$ cat src/rtl/intersection_ctrl.sv
// Two-way intersection phase sequencer: NS/EW green, yellow+all-red clearance, arm, request latching.
// Optional build macro INTERSECTION_NIGHT_EN adds a night input that parks the controller in OFF.
//
// state  | meaning
// -------+-----------------------------------------------------------
// OFF    | controller idle, all heads disabled
// INIT   | 2-cycle head initialisation (NS green, EW red)
// NS_GO  | NS green; ends on MIN_GREEN with EW pending, or on MAX_GREEN
// NS_CLR | NS clearance: yellow plus all-red
// EW_ARM | EW heads switching toward green
// EW_GO  | EW green; ends on MIN_GREEN with NS pending, or on MAX_GREEN
// EW_CLR | EW clearance: yellow plus all-red
// NS_ARM | NS heads switching toward green
module intersection_ctrl #(
  parameter int unsigned MIN_GREEN  = 2000,
  parameter int unsigned MAX_GREEN  = 20000,
  parameter int unsigned YEL_CYC    = 30000,
  parameter int unsigned ALLRED_CYC = 1000
) (
  input  logic       clklf,
  input  logic       reset,
  input  logic       run,
  input  logic       req_ns,
  input  logic       req_ew,
`ifdef INTERSECTION_NIGHT_EN
  input  logic       night,
`endif
  output logic       en_ns,
  output logic       set_ns,
  output logic       chg_ns,
  output logic       en_ew,
  output logic       set_ew,
  output logic       chg_ew,
  output logic       grant_ns,
  output logic       grant_ew,
  output logic [2:0] phase
);

  typedef enum logic [2:0] {
    OFF    = 3'd0,
    INIT   = 3'd1,
    NS_GO  = 3'd2,
    NS_CLR = 3'd3,
    EW_ARM = 3'd4,
    EW_GO  = 3'd5,
    EW_CLR = 3'd6,
    NS_ARM = 3'd7
  } state_t;

  // Terminal-count values: counter reads 0 on the first cycle of each state.
  localparam logic [15:0] INIT_LAST = 16'd1;
  localparam logic [15:0] MIN_LAST  = 16'((MIN_GREEN > 0) ? MIN_GREEN - 1 : 0);
  localparam logic [15:0] MAX_LAST  = 16'((MAX_GREEN > 0) ? MAX_GREEN - 1 : 0);
  localparam logic [15:0] CLR_LAST  = 16'(((YEL_CYC + ALLRED_CYC) > 0) ? YEL_CYC + ALLRED_CYC - 1 : 0);
  localparam logic [15:0] ARM_LAST  = 16'((YEL_CYC > 0) ? YEL_CYC - 1 : 0);

  state_t      state_q, state_d;
  logic [15:0] cnt_q, cnt_d;
  logic        pend_ns_q, pend_ns_d;
  logic        pend_ew_q, pend_ew_d;
  logic        chg_ns_q, chg_ns_d;
  logic        chg_ew_q, chg_ew_d;
  logic        grant_ns_q, grant_ns_d;
  logic        grant_ew_q, grant_ew_d;
  logic        night_i;
  logic        entering;

`ifdef INTERSECTION_NIGHT_EN
  assign night_i = night;
`else
  assign night_i = 1'b0;
`endif

  always_ff @(posedge clklf) begin
    if (reset) begin
      state_q    <= OFF;
      cnt_q      <= 16'd0;
      pend_ns_q  <= 1'b0;
      pend_ew_q  <= 1'b0;
      chg_ns_q   <= 1'b0;
      chg_ew_q   <= 1'b0;
      grant_ns_q <= 1'b0;
      grant_ew_q <= 1'b0;
    end else begin
      state_q    <= state_d;
      cnt_q      <= cnt_d;
      pend_ns_q  <= pend_ns_d;
      pend_ew_q  <= pend_ew_d;
      chg_ns_q   <= chg_ns_d;
      chg_ew_q   <= chg_ew_d;
      grant_ns_q <= grant_ns_d;
      grant_ew_q <= grant_ew_d;
    end
  end

  always_comb begin
    state_d = state_q;
    unique case (state_q)
      OFF:    if (run && !night_i) state_d = INIT;
      INIT:   if (cnt_q == INIT_LAST) state_d = NS_GO;
      NS_GO:  if ((cnt_q >= MIN_LAST && pend_ew_q) || cnt_q == MAX_LAST) state_d = NS_CLR;
      NS_CLR: if (cnt_q == CLR_LAST) state_d = EW_ARM;
      EW_ARM: if (cnt_q == ARM_LAST) state_d = EW_GO;
      EW_GO:  if ((cnt_q >= MIN_LAST && pend_ns_q) || cnt_q == MAX_LAST) state_d = EW_CLR;
      EW_CLR: if (cnt_q == CLR_LAST) state_d = NS_ARM;
      NS_ARM: if (cnt_q == ARM_LAST) state_d = NS_GO;
      default: state_d = OFF;
    endcase
    if (night_i && (state_q == NS_GO || state_q == EW_GO)) state_d = OFF;
    if (!run) state_d = OFF;

    entering = (state_d != state_q);
    cnt_d    = entering ? 16'd0 : ((cnt_q == 16'hFFFF) ? cnt_q : cnt_q + 16'd1);

    chg_ns_d   = entering && (state_d == NS_CLR || state_d == NS_ARM);
    chg_ew_d   = entering && (state_d == EW_CLR || state_d == EW_ARM);
    grant_ew_d = entering && (state_d == EW_GO);
    // Startup NS green comes from INIT and is not a service acknowledge.
    grant_ns_d = entering && (state_d == NS_GO) && (state_q == NS_ARM);

    // A request coinciding with its grant is considered served.
    pend_ns_d = grant_ns_q ? 1'b0 : (pend_ns_q | req_ns);
    pend_ew_d = grant_ew_q ? 1'b0 : (pend_ew_q | req_ew);
  end

  assign en_ns    = (state_q != OFF);
  assign en_ew    = (state_q != OFF);
  assign set_ns   = 1'b0;
  assign set_ew   = (state_q != OFF);
  assign chg_ns   = chg_ns_q;
  assign chg_ew   = chg_ew_q;
  assign grant_ns = grant_ns_q;
  assign grant_ew = grant_ew_q;
  assign phase    = state_q;

endmodule

$ cat config.mk
export PLATFORM = sky130hd
export DESIGN_NAME = intersection_ctrl
export DESIGN_NICKNAME = d
export VERILOG_FILES = /design/src/rtl/intersection_ctrl.sv
export SDC_FILE = /design/constraint.sdc
export NUM_CORES = 1
export LEC_CHECK = 0
export CAP_MARGIN = 30
export CELL_PAD_IN_SITES_DETAIL_PLACEMENT = 1
export CELL_PAD_IN_SITES_GLOBAL_PLACEMENT = 1
export CORE_ASPECT_RATIO = 2
export CORE_MARGIN = 2
export CORE_UTILIZATION = 43
export CTS_CLUSTER_DIAMETER = 200
export DETAILED_ROUTE_END_ITERATION = 8
export PLACE_DENSITY_LB_ADDON = 0.12
export SYNTH_ARGS = -nofsm -noshare
export SYNTH_HDL_FRONTEND = slang
export SYNTH_SLANG_ARGS = --single-unit
$ cat constraint.sdc
create_clock -name clklf -period 2.9 [get_ports clklf]
set_input_delay 0.29 -clock clklf [delete_from_list [all_inputs] [get_ports clklf]]
set_output_delay 0.29 -clock clklf [all_outputs]
set_load 0.005 [all_outputs]
==> summary.txt, run 1 <==
Floorplan
  – Initial core utilization: 0.449
  – Height of the die: 96.9 um
  – Die area: roughly 0.005 mm2
  – Die width: 50.4 um
  – Num rows: 33
  – Top Ports: 16
  – Core area: 0.00413 mm2

Pwr
  – Internal Power: between 0.0004 and 0.0005 W
  – Leakage Power: 0.739 nW
  – Flop pwr share: 0.538
  – Pwr dens: 317 mW/mm2
  – NetSw: 0.000176 W
  – Clock power share: 0.338
  – Sw frac: 0.269
  – Comb power frac: 0.123
  – Peak supply drop: roughly 260 uV

Critical path
  – Crit-path max cell delay: about 0.6 ns
  – Critical path type: reg2reg
  – RR Startpoint: cnt_q[4]
  – Worst EP arrival: 2.77 ns
  – Req. time, crit path: 3.08 ns
  – Critical path depth: 7
  – CP top delay family: simple AND/OR/NAND/NOR gates
  – CP Max Fanout: 13
  – Critical Path Sink Type: flip-flop
  – CP cell instances: or4_1, or4_4, o211ai_2, nand3_1, a21boi_2, buf_4, nor3b_1
  – CP max-delay cell: or4_4
  – Worst reg-to-reg path cell count: 7
  – Buf/Inv on CP: 1
  – Reg2reg end: chg_ns
  – Setup crit end: chg_ns
  – R2r setup slk: 0.32 ns
  – Crit start category: flip-flop
  – Critical path origin: cnt_q[4]

Routing
  – Initial detailed-routing violation count: 66
  – Via/cell ratio: about 6.6
  – Pre-antenna DRT Iters: 4
  – Routed length on met1: approximately 2.1 mm
  – WL/cell: 21.4 um
  – Post-Route WL: between 6 and 7 mm
  – Max layer used: met4
  – Via count: 1,901
  – Met2 routed WL: 3.53 mm
  – Routed Antenna Nets: 0
  – DRC: 0
  – DR WL met3: 164 um

Logic synthesis
  – Ys flop type: dfxtp_1
  – Mapped Area: 0.00185 mm2
  – Largest family of logic cells by synthesized area: simple AND/OR/NAND/NOR gates
  – Xor-xnor portion of the synthesized cell area: 0.0567
  – Simple-gate portion of the synthesized area: 0.341
  – Syn Nets: between 200 and 250
  – Seq/Total Area, Yosys: 0.270
  – Compound-Gate Fraction of Synth Area: 0.140
  – Share of the synthesized area in the top cell type: 0.270
  – Ranking of synthesized cells by area: dfxtp_1 27%, nand4_1 12%, mux2i_1 9.2%
  – Synth area leader: dfxtp_1
  – Synth Area in Adders: 0.0135
  – Yosys reg bits: 25
  – Instance count of the mapped netlist: 235
  – Yosys cell types: 50
  – Async SR Flop Fraction: 0
  – Post-synth EDFFs: 0
  – Post-synthesis mux area share: 0.0978
  – Synth Warn #: 0
  – Syn avg cell area: 7.89 um2

Place
  – GP Congestion: 0.928
  – Dpl cell area: 0.00202 mm2
  – Port buffer count: 14
  – Placed wire-length estimate: between 4 and 5 mm

CTS
  – Worst-Skew Late Latency: approximately 0.27 ns
  – Setup Fix Bufs, Post-CTS: 0
  – Total CTS buffers: 3
  – Clock net sink count: 25
  – CTS tree: built
  – CTS H-tree lvls: 1
  – Clk root buf: clkbuf_8
  – Bufs on Longest Clock Path: 2
  – Post-CTS Resized: 0
  – CTS Hold Buffers Added: 0
  – Clk slew on worst S/H paths: ~0.10 ns

STA
  – RSZ-0062 raised after global routing: false
  – Final setup TNS: 0 ns
  – Slew Viols, Final: 0
  – Max-slew headroom: 0.678
  – Final Skew: about 0.0021 ns
  – Worst slew pin tran: 0.471 ns
  – Max Freq: between 300 and 400 MHz
  – Post-route clock period utilization: 0.891
  – Post-layout minimum cycle time: 2.58 ns
  – Final Hold Viols: 0
  – Final setup vio count: 0

GRT
  – Global-route wire length before repair: 10.1 mm
  – Grt ovf: 0
  – Number of global-route vias before repair: 1,995
  – GRT Total Usage: 0.267
  – Initial antenna violation count: 0
  – Largest net degree at the start of global routing: 33

Final layout
  – Area growth from synthesis to final layout: 11.5%
  – Inserted Diodes: 0
  – Final layout net count: 245
  – Design area: 0.00207 mm2
  – Layout filler cell count: 515
  – Layout cell share with drive strength beyond 1: 0.114

Hold path
  – Hold crit path type: reg2reg

Run
  – # Max-Cap Violations: 0

Status
  – Status: finished, final reports clean
placed cells by master, fill, tap and decap left out, types with 3 or more instances in the layout:
cell	Yosys	final
nand4_1	36	36
dfxtp_1	25	25
mux2i_1	17	17
clkdlybuf4s50_1	0	14
nand3_1	12	12
nor2_1	11	11
nand2_1	10	10
nor3_1	9	9
xor2_1	9	9
buf_4	4	9
a21oi_1	8	8
inv_1	7	7
or2_2	6	6
nor4_1	5	5
o21ai_0	5	5
a211oi_1	4	4
nor3b_1	4	3
xnor2_1	3	3
clkbuf_8	0	3
layout make-up:
type / count / area, um2 / share of cell area
Multi-Input combinational cell: 177 / 1220 / 0.588
Sequential cell: 25 / 500 / 0.242
Timing Repair Buffer: 23 / 208 / 0.100
Tap cell: 52 / 65.1 / 0.0315
Clock buffer: 3 / 41.3 / 0.0200
Inverter: 8 / 30.0 / 0.0145
Clock inverter: 1 / 7.51 / 0.00363
per-layer routing:
| metal | GRT usage | up-vias |
|---|---|---|
| met5 | 0 | - |
| met4 | 0.141 | 0 |
| met3 | 0.0201 | 29 |
| met2 | 0.518 | 57 |
| met1 | 0.263 | 923 |
| li1 | - | 892 |
kinds of logic after synthesis:
logic type / Yosys count
mux: 18
xor+xnor: 12
compound gates: 37
other cells: 1
simple gates: 107
buf+inv: 33
flops: 25
fa+ha+maj: 2
how the worst min path moves through the flow:
| stage | start | to | slack, ns | depth (start not counted) |
|---|---|---|---|---|
| CTS | grant_ew | pend_ew_q | 0.48 | 1 |
| finish | grant_ew | pend_ew_q | 0.47 | 1 |
| global route | grant_ns | pend_ns_q | 0.49 | 1 |
| global placement | grant_ns | pend_ns_q | 0.46 | 1 |
| floorplan | reset | phase[0] | 0.36 | 1 |
| detailed placement | grant_ew | pend_ew_q | 0.47 | 1 |
Yosys cell counts, drive strengths merged (5+ instances only):
master	count
a21oi	8
buf	5
clkbuf	20
dfxtp	25
inv	7
mux2i	17
nand2	10
nand3	12
nand4	36
nor2	11
nor3	9
nor4	6
o21ai	6
or2	6
xor2	9
through the flow:
| stage | std cells | worst slack, ns | power [W] | hold WS [ns] | util |
|---|---|---|---|---|---|
| after global routing | 289 | 0.195 | 0.000680 | 0.487 | 0.501 |
| after global placement | 285 | 0.357 | 0.000438 | 0.456 | 0.489 |
| after detailed placement | 285 | 0.310 | 0.000442 | 0.467 | 0.489 |
| after floorplan | 235 | 0.614 | 0.000414 | 0.362 | - |
| final | 289 | 0.317 | 0.000657 | 0.474 | 0.501 |
| after CTS | 289 | 0.286 | 0.000657 | 0.482 | 0.501 |
power groups by stage:
| stage | clock network [W] | logic [W] | registers (W) |
|---|---|---|---|
| final | 0.000222 | 0.0000808 | 0.000354 |
| after global routing | 0.000238 | 0.0000870 | 0.000354 |
| after CTS | 0.000222 | 0.0000809 | 0.000353 |
| after detailed placement | 0 | 0.0000805 | 0.000361 |
| after global placement | 0 | 0.0000772 | 0.000361 |
| after floorplan | 0 | 0.0000547 | 0.000359 |
sequential cells by signal, indices dropped and copies added (netlist names):
signal / count
cnt_q: 16
pend_ns_q: 1
chg_ns: 1
grant_ns: 1
chg_ew: 1
grant_ew: 1
phase: 3
pend_ew_q: 1
No activity file was read; power rests on OpenSTA's default activity.
==> inputs of run 2 (changes only) <==
Settings changed: CAP_MARGIN 30 to unset, SKIP_LAST_GASP set to 1.
==> results of run 2 <==
No change in the layout: final DEF, timing and power equal those of run 1.
==> inputs of run 3 (changes only) <==
Settings changed: CTS_CLUSTER_DIAMETER 200 to unset.
==> results of run 3 <==
No change in the layout: final DEF, timing and power equal those of run 1.
